[src/rtl/vga_scan_timing.sv]
// Raster scan timing for a VGA display: pixel enable, scan coordinates, sync/blank
// and a registered RGB stage aligned one pixel behind the coordinates.
module vga_scan_timing #(
    parameter int H_VISIBLE = 640,
    parameter int H_FRONT   = 16,
    parameter int H_SYNC    = 96,
    parameter int H_BACK    = 48,
    parameter int V_VISIBLE = 480,
    parameter int V_FRONT   = 10,
    parameter int V_SYNC    = 2,
    parameter int V_BACK    = 33
) (
    input  logic       Clk,
    input  logic       Reset,
    input  logic [7:0] Red_in,
    input  logic [7:0] Green_in,
    input  logic [7:0] Blue_in,
    output logic [9:0] DrawX,
    output logic [9:0] DrawY,
    output logic       frame_start,
    output logic       VGA_CLK,
    output logic       VGA_HS,
    output logic       VGA_VS,
    output logic       VGA_BLANK_N,
    output logic       VGA_SYNC_N,
    output logic [7:0] VGA_R,
    output logic [7:0] VGA_G,
    output logic [7:0] VGA_B
);

    localparam int HT = H_VISIBLE + H_FRONT + H_SYNC + H_BACK;
    localparam int VT = V_VISIBLE + V_FRONT + V_SYNC + V_BACK;

    localparam logic [9:0]  HT_LAST  = 10'(HT - 1);
    localparam logic [9:0]  VT_LAST  = 10'(VT - 1);
    // 11-bit bounds so a sync window ending exactly at 1024 does not wrap.
    localparam logic [10:0] H_ACT    = 11'(H_VISIBLE);
    localparam logic [10:0] V_ACT    = 11'(V_VISIBLE);
    localparam logic [10:0] HS_START = 11'(H_VISIBLE + H_FRONT);
    localparam logic [10:0] HS_END   = 11'(H_VISIBLE + H_FRONT + H_SYNC);
    localparam logic [10:0] VS_START = 11'(V_VISIBLE + V_FRONT);
    localparam logic [10:0] VS_END   = 11'(V_VISIBLE + V_FRONT + V_SYNC);

    logic       div_q, div_d;
    logic [9:0] hc_q, hc_d;
    logic [9:0] vc_q, vc_d;
    logic       hs_q, hs_d;
    logic       vs_q, vs_d;
    logic       blank_n_q, blank_n_d;
    logic [7:0] r_q, r_d;
    logic [7:0] g_q, g_d;
    logic [7:0] b_q, b_d;
    logic       fs_q, fs_d;

    logic       pix_en;
    logic       h_wrap;
    logic       v_wrap;
    logic       active;
    logic [10:0] hc_w;
    logic [10:0] vc_w;

    always_comb begin
        pix_en    = div_q;
        div_d     = ~div_q;
        hc_d      = hc_q;
        vc_d      = vc_q;
        hs_d      = hs_q;
        vs_d      = vs_q;
        blank_n_d = blank_n_q;
        r_d       = r_q;
        g_d       = g_q;
        b_d       = b_q;
        fs_d      = 1'b0;

        hc_w   = {1'b0, hc_q};
        vc_w   = {1'b0, vc_q};
        h_wrap = (hc_q == HT_LAST);
        v_wrap = (vc_q == VT_LAST);
        active = (hc_w < H_ACT) && (vc_w < V_ACT);

        if (pix_en) begin
            hc_d = h_wrap ? 10'd0 : hc_q + 10'd1;
            if (h_wrap) begin
                vc_d = v_wrap ? 10'd0 : vc_q + 10'd1;
            end
            // Output stage samples the pre-increment coordinates.
            hs_d      = !((hc_w >= HS_START) && (hc_w < HS_END));
            vs_d      = !((vc_w >= VS_START) && (vc_w < VS_END));
            blank_n_d = active;
            r_d       = active ? Red_in   : 8'h00;
            g_d       = active ? Green_in : 8'h00;
            b_d       = active ? Blue_in  : 8'h00;
            fs_d      = h_wrap && v_wrap;
        end
    end

    always_ff @(posedge Clk) begin
        if (Reset) begin
            div_q     <= 1'b0;
            hc_q      <= 10'd0;
            vc_q      <= 10'd0;
            hs_q      <= 1'b1;
            vs_q      <= 1'b1;
            blank_n_q <= 1'b0;
            r_q       <= 8'h00;
            g_q       <= 8'h00;
            b_q       <= 8'h00;
            fs_q      <= 1'b0;
        end else begin
            div_q     <= div_d;
            hc_q      <= hc_d;
            vc_q      <= vc_d;
            hs_q      <= hs_d;
            vs_q      <= vs_d;
            blank_n_q <= blank_n_d;
            r_q       <= r_d;
            g_q       <= g_d;
            b_q       <= b_d;
            fs_q      <= fs_d;
        end
    end

    assign DrawX       = hc_q;
    assign DrawY       = vc_q;
    assign frame_start = fs_q;
    assign VGA_CLK     = div_q;
    assign VGA_HS      = hs_q;
    assign VGA_VS      = vs_q;
    assign VGA_BLANK_N = blank_n_q;
    assign VGA_SYNC_N  = 1'b0;
    assign VGA_R       = r_q;
    assign VGA_G       = g_q;
    assign VGA_B       = b_q;

endmodule

[config.mk]
export PLATFORM = sky130hd
export DESIGN_NAME = vga_scan_timing
export DESIGN_NICKNAME = d
export VERILOG_FILES = /design/src/rtl/vga_scan_timing.sv
export SDC_FILE = /design/constraint.sdc
export NUM_CORES = 1
export LEC_CHECK = 0
export BUFFER_PORTS_ARGS = -buffer_cell sky130_fd_sc_hd__buf_2
export CAP_MARGIN = 20
export CORE_MARGIN = 2
export CORE_UTILIZATION = 40
export CTS_CLUSTER_SIZE = 10
export DETAILED_ROUTE_END_ITERATION = 16
export GPL_TIMING_DRIVEN = 0
export PLACE_DENSITY_LB_ADDON = 0.05
export SLEW_MARGIN = 20
export SYNTH_ARGS = -nofsm -noshare
export SYNTH_HDL_FRONTEND = slang
export SYNTH_SLANG_ARGS = --single-unit
[constraint.sdc]
create_clock -name Clk -period 2.45 [get_ports Clk]
set_input_delay 0.49 -clock Clk [delete_from_list [all_inputs] [get_ports Clk]]
set_output_delay 0.49 -clock Clk [all_outputs]
set_load 0.005 [all_outputs]
After elaboration in Yosys (flattened, before gate mapping)
Index checks and enable logic that the tools add are counted.
{"block": "word_totals", "output_inout_bits": 50, "register_bits": 49, "in_bits": 26, "word_cells": 34}
{"block": "op_classes", "addsub": 2, "n_lt_le_gt_ge": 6, "n_mux": 5, "eq_ne": 2, "bitwise": 1, "n_reduce_logical": 8}
{"operator": "two-way mux 8 bit", "count": 3}
{"operator": "adder 10 x 1 -> 10 bit, second input constant", "count": 2}
{"operator": "== test 10 bit, second input constant", "count": 2}
{"operator": "< comparator 10 bit, second input constant", "count": 2}
{"operator": "< comparator 10 x 9 -> 1 bit, second input constant", "count": 2}
{"operator": "two-way mux 10 bit", "count": 2}
{"operator": ">= comparator 10 bit, second input constant", "count": 1}
{"operator": ">= comparator 10 x 9 -> 1 bit, second input constant", "count": 1}
{"operator": "logical AND 1 bit", "count": 4}
{"operator": "zero test 1 bit", "count": 2}
{"operator": "AND reduction 2 bit", "count": 1}
{"operator": "OR reduction 2 bit", "count": 1}
{"operator": "NOT 1 bit", "count": 1}

Depth between registers and ports, before layout
{"block": "logic_depth", "depth_word": 3, "ltp_mapped": 6, "ltp_nobuf": 6}

Worst setup path after synthesis
No wires, ideal clock.
{"block": "synth_timing", "path_kind": "reg-to-reg", "startpoint": "register hc_q[5], in the netlist DrawX[5]", "endpoint": "register vc_q[0], in the netlist DrawY[0]", "n_path_buf": 2, "stages_incl_launch_ff": 7, "required_time_ns": 2.330, "path_slack_ns": 0.494, "synth_period_minus_slack_ns": 1.956, "setup_ns": 0.120, "t_arrival_ns": 1.837, "path_cell_list": "dfxtp_1 -> or4b_1 -> buf_2 -> or4_1 -> buf_2 -> o21bai_4 -> nor2_1"}
{"block": "synth_between", "elab_chain_len": 2}
{"element": "from (decl)", "line": "45", "text": "logic [9:0] hc_q, hc_d;"}
{"element": "from (signal assigned)", "line": "100", "text": "hc_q <= 10'd0;"}
{"element": "from (signal assigned)", "line": "111", "text": "hc_q <= hc_d;"}
{"element": "== test 10 bit", "line": "77", "text": "h_wrap = (hc_q == HT_LAST);"}
{"element": "AND reduction 2 bit (no source line)"}
{"element": "to (signal assigned)", "line": "112", "text": "vc_q <= vc_d;"}
{"element": "to (decl)", "line": "46", "text": "logic [9:0] vc_q, vc_d;"}
Every way passes these cells.
A chain may end at the register's enable or synchronous reset.

Worst setup path in the final report
{"block": "layout_timing", "startpoint": "register hc_q[5], in the netlist DrawX[5]", "endpoint": "register vc_q[5], in the netlist DrawY[5]"}
The elaborated chain is that of the path after synthesis.

==> results.md <==
- Measured slew at the worst slew-check pin: 0.577 ns
- GRT busiest layer: met2
- I/O pins: 76
- Clock Skews: 0.00412 ns
- Fill cells: 448
- Status: finished, final reports clean
- Synth top area cells: dfxtp_1 50%, a22o_1 11%, xnor2_1 4.0%
- Hold Fails Final Rpt: 0
- Most frequent cell after synthesis: dfxtp_1
- DRT Pass-1 Iters: 4
- Net Sw Frac: 0.216
- Worst setup SP type: register
- DRT antenna net count: 0
- Number of DRC markers in iteration 0: 111
- DRT Wirelength: ~4200 µm
- Die height: 73.9 µm
- CP max FO: 8
- M3 GR Usage: 0.0535
- Synth cell count leaders: 49 x dfxtp_1, 24 x a22o_1, 19 x nor2_1
- TritonCTS clock tree: built
- Initial antenna violation count: 0
- Psw: 0.325 mW
- Nets@finish: slightly above 300
- YS warnings: 0
- Vias per inst: between 4 and 5
- Cell area after synthesis: 1950 µm²
- Hold_buf cts: 0
- Power Density: ~600 nW/µm²
- Clock latency at the later pin of the worst-skew pair: between 0.2 and 0.3 ns
- Die area: between 5000 and 6000 µm²
- Num rows: 25
- Setup repair after global routing missed its margin: false
- CTS resizes: 0
- Post-Place Cells: ~340
- Via count: 1669
- Worst-path clk slew: 0.09 ns
- Clock buffer count from CTS: 5
- Sequential area share after synthesis: 0.503
- P&R area growth vs syn: 28.6%
- Wirelength per Cell: between 10 and 15 µm
- Period Utilization, post-route: 0.861
- Met1 usage in global routing: 0.223
- Routability Congestion: 0.762
- First-pass GRT wire length: about 7000 µm
- Max-cap viol count: 0
- Register share of total power: 0.559
- Required time worst endpoint: approximately 2.6 ns
- Post-synth top flop: dfxtp_1
- Critical path capture point type: register
- # clock sinks: 49
- Tot GR Track Use: 0.169
- ANT cells: 0
- Fin crit period: 2.11 ns
- Internal power: between 1 and 1.5 mW
- Leak: 1.11 nW
- Clock Power Share: 0.366
- Die width: between 70 and 80 µm
- Final setup viols: 0
- Hpwl dp: about 3100 µm
- Fraction of layout cells with a size suffix above 1: 0.312
- Layout Cells excl Fill: about 350
- Cells after synthesis: about 200
- Grt ovf: 0
- Post-synth net total: 228
- Hold path cells: 2
- Syn_area_per_cell: 9.86 µm²
- Number of enable flip-flop cells after synthesis: 0
- Pin count of the biggest net entering global routing: 15
- Starting Density: 0.413
- Ys async rst share: 0
- Root Driver: clkbuf_8
- Reg2Reg Depth: 6
- Critical Path AT: 2.29 ns
- Logic pwr share: 0.075
- Register bit total from synthesis: 49
- Htree depth: 2
- Fin. max-slew vios: 0
- Postcts setup bufs: 0
- Peak VDD IR: 0.000307 V
- Port bufs: between 70 and 80
- Synth area leader: dfxtp_1
- Crit path kind: register to register
- Core area: 4720 µm²
- Maximum clock insertion buffer count: 2
- Hold crit path type: input port to register
- Final setup TNS: 0 ns
- Met2 Use GR: 0.261
- Slew headroom: 0.614
- Post-synth cell types: 35
- Post-route DRC violation count: 0
- Yosys top cell area share: 0.503
- Fmax: about 470 MHz
- Number of global-route vias before repair: 1584
[cell families after synthesis]
family,after synthesis,share of synthesized area
AO/OA/AOI/OAI,36,0.149
XOR/XNOR,14,0.0628
adder cells (fa/ha/maj),4,0.0256
buffers and inverters,18,0.0378
flip-flops,49,0.503
multiplexers,3,0.0154
other,1,0.00192
AND/OR/NAND/NOR,73,0.204
[power groups by stage]
stage                     registers [mW]  clock network, mW  logic, mW
after floorplan                    0.862                  0     0.0514
after global placement             0.860                  0      0.114
after detailed placement           0.858                  0      0.116
after CTS                          0.841              0.569      0.115
after global routing               0.846              0.606      0.129
final                              0.842              0.551      0.113
[flip-flops by register name, summed over array words and instances (netlist names), 8 cells and up]
| signal | count |
|---|---|
| DrawX | 10 |
| VGA_B | 8 |
| DrawY | 10 |
| VGA_R | 8 |
| VGA_G | 8 |
[layout make-up]
cell class                      instances  area, µm²  share of cell area
Multi-Input combinational cell        131        897               0.357
Inverter                                6       22.5             0.00897
Timing Repair Buffer                   74        370               0.148
Clock buffer                            5       68.8              0.0274
Tap cell                               67       83.8              0.0334
Clock inverter                          2       35.0              0.0140
Buffer                                 12       51.3              0.0204
Sequential cell                        49        981               0.391
[worst max-delay path, stage by stage, from the launching register on]
cell and delay [ns]:
dfxtp_1 0.39, or4b_1 0.53, buf_2 0.19, or4_1 0.39
buf_2 0.19, o21bai_4 0.24, nor2_1 0.08
[layer usage]
metal / vias to the layer above / routed length (µm) / share of wire
met2: 52 / 1890 / 0.45
met1: 741 / 2030 / 0.48
li1: 868 / - / -
met3: 8 / 260 / 0.061
met4: 0 / 63 / 0.015
met5: - / 0 / 0
[per-stage QoR]
| stage | hold slack (ns) | area [µm²] | total power, mW | setup WS (ns) | util |
|---|---|---|---|---|---|
| 2_1_floorplan | 0.451 | 1950 | 0.913 | 0.494 | - |
| 3_5_place_dp | 0.439 | 2410 | 0.974 | 0.336 | 0.509 |
| 5_1_grt | 0.391 | 2510 | 1.58 | 0.182 | 0.531 |
| 4_1_cts | 0.392 | 2510 | 1.53 | 0.334 | 0.531 |
| 3_3_place_gp | 0.428 | 2410 | 0.974 | 0.343 | 0.509 |
| 6_report | 0.403 | 2510 | 1.51 | 0.341 | 0.531 |
[path summary, 6_finish.rpt]
path	slack (ns)	end	startpoint
setup / recovery	0.34	DrawY[5]	DrawX[5]
hold reg to reg	0.47	VGA_BLANK_N	VGA_BLANK_N
setup reg to reg	0.34	DrawY[5]	DrawX[5]
hold / removal	0.40	VGA_B[3]	Blue_in[3]
[layout by cell type, fill, tap and decap left out, types with 6 or more instances in the layout]
master / instances
inv_1: 6
xnor2_1: 9
nand4_1: 7
buf_2: 76
nor2_1: 19
nand3_1: 9
nand2_1: 7
clkbuf_1: 9
dfxtp_1: 49
nor4_1: 6
nor3_1: 9
a22o_1: 24
No activity file was read; power rests on OpenSTA's default activity.
